[config.mk]
export PLATFORM = sky130hd
export DESIGN_NAME = fp_add_align_pipe
export DESIGN_NICKNAME = d
export VERILOG_FILES = /design/src/rtl/fpu_align_pkg.sv /design/src/rtl/fp_sticky_rshift.sv /design/src/rtl/fp_add_align_pipe.sv
export SDC_FILE = /design/constraint.sdc
export NUM_CORES = 1
export LEC_CHECK = 0
export ABC_AREA = 1
export CAP_MARGIN = 15
export CORE_MARGIN = 2
export CORE_UTILIZATION = 56
export CTS_BUF_LIST = sky130_fd_sc_hd__clkbuf_8
export CTS_CLUSTER_DIAMETER = 50
export DETAILED_ROUTE_END_ITERATION = 6
export PLACE_DENSITY = 0.95
export SYNTH_ARGS = -nofsm -noshare
export SYNTH_HDL_FRONTEND = slang
export SYNTH_SLANG_ARGS = --single-unit
[constraint.sdc]
create_clock -name CLK -period 2.7 [get_ports CLK]
set_input_delay 0.27 -clock CLK [delete_from_list [all_inputs] [get_ports CLK]]
set_output_delay 0.27 -clock CLK [all_outputs]
set_load 0.005 [all_outputs]
[src/rtl/fpu_align_pkg.sv]
// rtl/fpu_align_pkg.sv - shared widths, operand/stage types and rounding-mode codes for the FPU align front end
package fpu_align_pkg;

  localparam int FP_EXP_W  = 8;
  localparam int FP_FRAC_W = 23;
  localparam int FP_OP_W   = 1 + FP_EXP_W + FP_FRAC_W;
  localparam int FP_SIG_W  = FP_FRAC_W + 4;

  localparam logic [2:0] FRM_RNE = 3'b000;
  localparam logic [2:0] FRM_RTZ = 3'b001;
  localparam logic [2:0] FRM_RDN = 3'b010;
  localparam logic [2:0] FRM_RUP = 3'b011;
  localparam logic [2:0] FRM_RMM = 3'b100;

  typedef struct packed {
    logic                 sign;
    logic [FP_EXP_W-1:0]  exp;
    logic [FP_FRAC_W-1:0] frac;
  } fp_op_t;

  // Stage-1 bundle for the default binary32 format; sig_* are {hidden, frac, g, r, s}.
  typedef struct packed {
    logic [FP_EXP_W-1:0] diff;
    logic [FP_SIG_W-1:0] sig_sh;
    logic [FP_SIG_W-1:0] sig_ns;
    logic                sign_sh;
    logic                sign_ns;
    logic [FP_EXP_W-1:0] exp_max;
    logic [2:0]          frm;
    logic                swapped;
    logic                nan;
    logic                inf;
  } align_s1_t;

endpackage

[src/rtl/fp_sticky_rshift.sv]
// rtl/fp_sticky_rshift.sv - combinational right shifter folding shifted-out bits into a sticky LSB
module fp_sticky_rshift #(
  parameter int W    = 27,
  parameter int SH_W = 8
) (
  input  logic [W-1:0]    sig_i,
  input  logic [SH_W-1:0] shamt_i,
  output logic [W-1:0]    sig_o
);

  logic [W-1:0] shifted;
  logic [W-1:0] lost_mask;

  always_comb begin
    shifted   = '0;
    lost_mask = '0;
    sig_o     = '0;
    // Shifts of W or more leave only the sticky bit.
    if (32'(shamt_i) >= W) begin
      sig_o = {{(W-1){1'b0}}, |sig_i};
    end else begin
      shifted   = sig_i >> shamt_i;
      lost_mask = ~({W{1'b1}} << shamt_i);
      sig_o     = {shifted[W-1:1], shifted[0] | (|(sig_i & lost_mask))};
    end
  end

endmodule

[src/rtl/fp_add_align_pipe.sv]
// rtl/fp_add_align_pipe.sv - two-stage stallable exponent compare and significand alignment for the FPU adder
module fp_add_align_pipe
  import fpu_align_pkg::*;
#(
  parameter  int EXP_W  = FP_EXP_W,
  parameter  int FRAC_W = FP_FRAC_W,
  localparam int OP_W   = 1 + EXP_W + FRAC_W,
  localparam int SIG_W  = FRAC_W + 4
) (
  input  logic             CLK,
  input  logic             nRST,
  input  logic             flush,
  input  logic             in_valid,
  output logic             in_ready,
  input  logic [OP_W-1:0]  floating_point1_in,
  input  logic [OP_W-1:0]  floating_point2_in,
  input  logic [2:0]       frm_in,
  output logic             out_valid,
  input  logic             out_ready,
  output logic [2:0]       frm_out,
  output logic             sign_shifted,
  output logic [SIG_W-1:0] frac_shifted,
  output logic             sign_not_shifted,
  output logic [SIG_W-1:0] frac_not_shifted,
  output logic [EXP_W-1:0] exp_max,
  output logic             swapped,
  output logic             nan_flag,
  output logic             inf_flag
);

  typedef struct packed {
    logic              sign;
    logic [EXP_W-1:0]  exp;
    logic [FRAC_W-1:0] frac;
  } op_t;

  typedef struct packed {
    logic [EXP_W-1:0] diff;
    logic [SIG_W-1:0] sig_sh;
    logic [SIG_W-1:0] sig_ns;
    logic             sign_sh;
    logic             sign_ns;
    logic [EXP_W-1:0] exp_max;
    logic [2:0]       frm;
    logic             swapped;
    logic             nan;
    logic             inf;
  } s1_t;

  typedef struct packed {
    logic [2:0]       frm;
    logic             sign_sh;
    logic [SIG_W-1:0] frac_sh;
    logic             sign_ns;
    logic [SIG_W-1:0] frac_ns;
    logic [EXP_W-1:0] exp_max;
    logic             swapped;
    logic             nan;
    logic             inf;
  } s2_t;

  op_t              op1, op2;
  logic [EXP_W-1:0] eff1, eff2;
  logic [SIG_W-1:0] sig1, sig2;
  logic             ge;
  s1_t              s1_d, s1_q;
  s2_t              s2_d, s2_q;
  logic             s1_valid_q, s2_valid_q;
  logic             s2_adv;
  logic [SIG_W-1:0] sig_aligned;

  assign op1 = op_t'(floating_point1_in);
  assign op2 = op_t'(floating_point2_in);

  // Zero/subnormal operands sit at effective exponent 1 with no hidden bit.
  always_comb begin
    eff1 = (op1.exp == '0) ? EXP_W'(1) : op1.exp;
    eff2 = (op2.exp == '0) ? EXP_W'(1) : op2.exp;
    sig1 = {op1.exp != '0, op1.frac, 3'b000};
    sig2 = {op2.exp != '0, op2.frac, 3'b000};
    ge   = eff1 >= eff2;
  end

  always_comb begin
    s1_d         = '0;
    s1_d.diff    = ge ? (eff1 - eff2) : (eff2 - eff1);
    s1_d.sig_sh  = ge ? sig2 : sig1;
    s1_d.sig_ns  = ge ? sig1 : sig2;
    s1_d.sign_sh = ge ? op2.sign : op1.sign;
    s1_d.sign_ns = ge ? op1.sign : op2.sign;
    s1_d.exp_max = ge ? eff1 : eff2;
    s1_d.frm     = frm_in;
    s1_d.swapped = !ge;
    s1_d.nan     = ((op1.exp == '1) && (op1.frac != '0)) || ((op2.exp == '1) && (op2.frac != '0));
    s1_d.inf     = ((op1.exp == '1) && (op1.frac == '0)) || ((op2.exp == '1) && (op2.frac == '0));
  end

  assign s2_adv   = !s2_valid_q || out_ready;
  assign in_ready = !s1_valid_q || s2_adv;

  always_ff @(posedge CLK) begin
    if (!nRST) begin
      s1_valid_q <= 1'b0;
      s1_q       <= '0;
    end else if (flush) begin
      s1_valid_q <= 1'b0;
    end else if (in_ready) begin
      s1_valid_q <= in_valid;
      if (in_valid) s1_q <= s1_d;
    end
  end

  fp_sticky_rshift #(
    .W    (SIG_W),
    .SH_W (EXP_W)
  ) u_rshift (
    .sig_i   (s1_q.sig_sh),
    .shamt_i (s1_q.diff),
    .sig_o   (sig_aligned)
  );

  always_comb begin
    s2_d         = '0;
    s2_d.frm     = s1_q.frm;
    s2_d.sign_sh = s1_q.sign_sh;
    s2_d.frac_sh = sig_aligned;
    s2_d.sign_ns = s1_q.sign_ns;
    s2_d.frac_ns = s1_q.sig_ns;
    s2_d.exp_max = s1_q.exp_max;
    s2_d.swapped = s1_q.swapped;
    s2_d.nan     = s1_q.nan;
    s2_d.inf     = s1_q.inf;
  end

  always_ff @(posedge CLK) begin
    if (!nRST) begin
      s2_valid_q <= 1'b0;
      s2_q       <= '0;
    end else if (flush) begin
      s2_valid_q <= 1'b0;
    end else if (s2_adv) begin
      s2_valid_q <= s1_valid_q;
      if (s1_valid_q) s2_q <= s2_d;
    end
  end

  assign out_valid        = s2_valid_q;
  assign frm_out          = s2_q.frm;
  assign sign_shifted     = s2_q.sign_sh;
  assign frac_shifted     = s2_q.frac_sh;
  assign sign_not_shifted = s2_q.sign_ns;
  assign frac_not_shifted = s2_q.frac_ns;
  assign exp_max          = s2_q.exp_max;
  assign swapped          = s2_q.swapped;
  assign nan_flag         = s2_q.nan;
  assign inf_flag         = s2_q.inf;

endmodule

==> results.toml <==
[placed_design]
dpl_cell_area_um2 = 10100
pre_cts_ws_ns = -0.3578
gp_congestion = 0.9722
port_buffers = 140
hpwl_um = 19190

[power]
irDropWorstVdd_v = 0.0004323
cellPowerDensity_nw_per_um2 = 518.7
total_power_mw = 5.477
p_leak_nw = 4.948

[cells_and_area]
fillCellCount = 1238
design_area_um2 = 10560
final_nets = 1538
drive_above_1_share_pct = 8.482
syn_to_final_growth_pct = 24.34
diodes = 0

[worst_hold_path]
hold_class = "primary input to flip-flop"

[worst_setup_path]
slowest_delay_ns = 0.45
critPathMaxFanout = 38
end_kind = "flip-flop"
critPathMostFrequentCell = "nand2_1"
start_kind = "primary input"
cp_cell_sequence = "clkdlybuf4s50_1 > nor4_2 > nand2_1 > inv_1 > nor2_1 > ha_1 > fa_1 > o21ai_1 > nand2_1 > nand3_4 > inv_2 > buf_12 > nand2_1 > nand3_1 > o211ai_1 > inv_1"
path_delay_family = "simple AND/OR/NAND/NOR gates"
required_ns = 3.05
crit_arrival_ns = 2.93
worst-path-buf-inv = 5
critPathKind = "primary input to flip-flop"
cp_slowest_cell = "clkdlybuf4s50_1"

[sta]
worst_pin_slew_ns = 0.9600
hold_viol_final = 0
relSlewSlack_pct = 36.00
finalWorstSetupSlack_ns = 0.1281
maxSlewViolCount = 0
hold_slack_ns = 0.3375
fmax_mhz = 388.8
min_period_ns = 2.572
rsz0062_at_grt = "no"
fin_tns_setup_ns = 0
fin_crit_sh_pct = 95.26
fin_worst_skew_ns = 0.01651
setup_violations = 0

[global_routing]
grt_max_degree = 65
gr-total-overflow = 0
grt.total_usage_pct = 33.10
antenna_found_initial = 0
grt_pass1_wl_um = 43250
grt_pass1_vias = 8911

[die]
fp.dieW_um = 127.1
ios = 144
rows = 45
placeableCoreArea_um2 = 15030
dieArea_um2 = 16160
initial_core_util_pct = 56.49
die_h_um = 127.1

[synthesis]
yosysTopAreaCell = "dfxtp_1"
synth_warnings = 0
ys_seq_area_share_pct = 33.24
synthCells = 1332
syn-cell-area_um2 = 8492
yosysTopAreaCellShare_pct = 33.24
netlist-cell-type-count = 44
ys_ff_latch = 141
synth.avg_cell_area_um2 = 6.375
ys_top_cells_by_area = "dfxtp_1, nand2_1, a21oi_1, inv_1, nor2_1"

[cts]
postCtsHoldBufs = 0
htree_levels = 4
cts_sinks = 141
post_cts_buffers = 0
path_clk_slew_ns = 0.10
cts_tree = "built"
clkLatencyLatePin_ns = 0.46
numCtsBuffers = 17
cts-root-buf = "clkbuf_8"
clockBufferDepth = 2
ctsResizeCount = 0

[drt]
drt-total-wl_um = 27050
vias = 9428
ant_nets = 0
post_drt_wl_per_cell_um = 16.40
viasPerCell = 5.714
firstDrtPassIters = 7
drtIter0Drc = 1195
post-route-drc-count = 0

[job]
drv_cap = 0

[outcome]
outcome = "finished clean"
==> routing by layer <==
metal | vias up | wire length (um) | track usage, % | part of all wire [%]
li1 | 4541 | - | - | -
met1 | 4244 | 11250 | 42.73 | 42
met2 | 552 | 12310 | 53.61 | 45
met3 | 91 | 2531 | 7.286 | 9.4
met4 | 0 | 967 | 14.29 | 3.6
met5 | - | 0 | 0 | 0
==> layout by cell type (no fill, tap or decap), drive strengths merged <==
cell	instances
nand2	278
inv	183
nor2	149
dfxtp	141
o21ai	140
clkdlybuf4s50	139
a21oi	136
nand3	85
buf	57
o211ai	36
clkbuf	20
nand4	19
ha	15
nor4	11
a21o	10
xor2	9
nor3	6
xnor2	3
conb	3
o21a	2
or2	2
mux2i	2
a31oi	2
fa	2
bufinv	2
a211oi	2
clkinv	2
o221ai	1
a32oi	1
a21boi	1
o22ai	1
nand3b	1
clkinvlp	1
==> synthesized netlist by cell type <==
master / count
a21oi_1: 127
a21o_1: 10
clkbuf_2: 1
nor2_1: 147
mux2i_1: 2
o22ai_1: 1
inv_1: 164
nand3_2: 1
o21ai_0: 83
dfxtp_1: 141
o211ai_1: 36
xor2_1: 9
buf_2: 15
o21a_1: 2
buf_4: 8
o21ai_1: 57
nand3b_1: 1
a211oi_2: 1
a31oi_1: 2
nor3_1: 4
nor4_1: 11
nand3_1: 84
ha_1: 15
nor2_2: 1
a211oi_1: 1
o221ai_1: 1
nand2_1: 274
buf_1: 12
a21oi_2: 9
conb_1: 1
inv_2: 11
or2_2: 2
nor2_4: 1
a32oi_1: 1
nand2_2: 3
clkbuf_1: 55
a21boi_1: 1
xnor2_1: 3
fa_1: 2
nand2_4: 1
nor3_4: 1
nor3_2: 1
nand4_1: 19
buf_6: 10
==> state kept, by name, summed over array words and instances, names as in the netlist <==
signal	count
exp_max	8
frac_not_shifted	24
frac_shifted	27
frm_out	3
inf_flag	1
nan_flag	1
out_valid	1
s1_q	72
s1_valid_q	1
sign_not_shifted	1
sign_shifted	1
swapped	1
==> power breakdown <==
group	switching (mW)	total, mW	internal, mW
registers	0.0823	2.27	2.19
logic	0.855	1.40	0.545
clock network	0.916	1.81	0.894
==> final cells by class <==
type                    count  area (um^2)  area share (%)
multi-input cells         917         4536           42.96
clock buffers              19        261.5           2.477
clock inverters            13        151.4           1.434
well taps                 188        235.2           2.228
repair buffers            197         1896           17.95
inverters                 175        656.9           6.221
flip-flops and latches    141         2823           26.73
==> worst reg2reg max path, stage by stage, from the launching register on <==
cell and delay, ns:
dfxtp_1 0.34, nor2_4 0.49, o21ai_0 0.19, a21oi_1 0.28, o21ai_0 0.16, nand2_1 0.10, nand3_1 0.15, nand3_1 0.14
nand3_1 0.08, a21oi_1 0.13
==> through the flow <==
step,std cells,utilization (%)
2_1_floorplan,1334,-
3_3_place_gp,1617,67.17
3_5_place_dp,1617,67.17
4_1_cts,1649,69.91
5_1_grt,1650,70.24
6_report,1650,70.24
==> cell families after synthesis <==
| family | count (synthesis) | synth area share, % |
|---|---|---|
| multiplexers | 2 | 0.2358 |
| AO/OA/AOI/OAI | 332 | 21.66 |
| other | 1 | 0.04416 |
| flip-flops | 141 | 33.24 |
| adder cells (fa/ha/maj) | 17 | 2.682 |
| buffers and inverters | 276 | 13.67 |
| AND/OR/NAND/NOR | 551 | 27.23 |
| XOR/XNOR | 12 | 1.238 |
==> final timing paths <==
path / from / end / slack, ns / cells past startpoint
setup / recovery: floating_point1_in[23] / s1_q[47] / 0.13 / 16
hold / removal: nRST / frac_shifted[26] / 0.34 / 3
setup reg to reg: s1_q[77] / frac_shifted[9] / 0.58 / 9
hold reg to reg: frac_shifted[10] / frac_shifted[10] / 0.47 / 2
No activity file was read; power rests on OpenSTA's default activity.
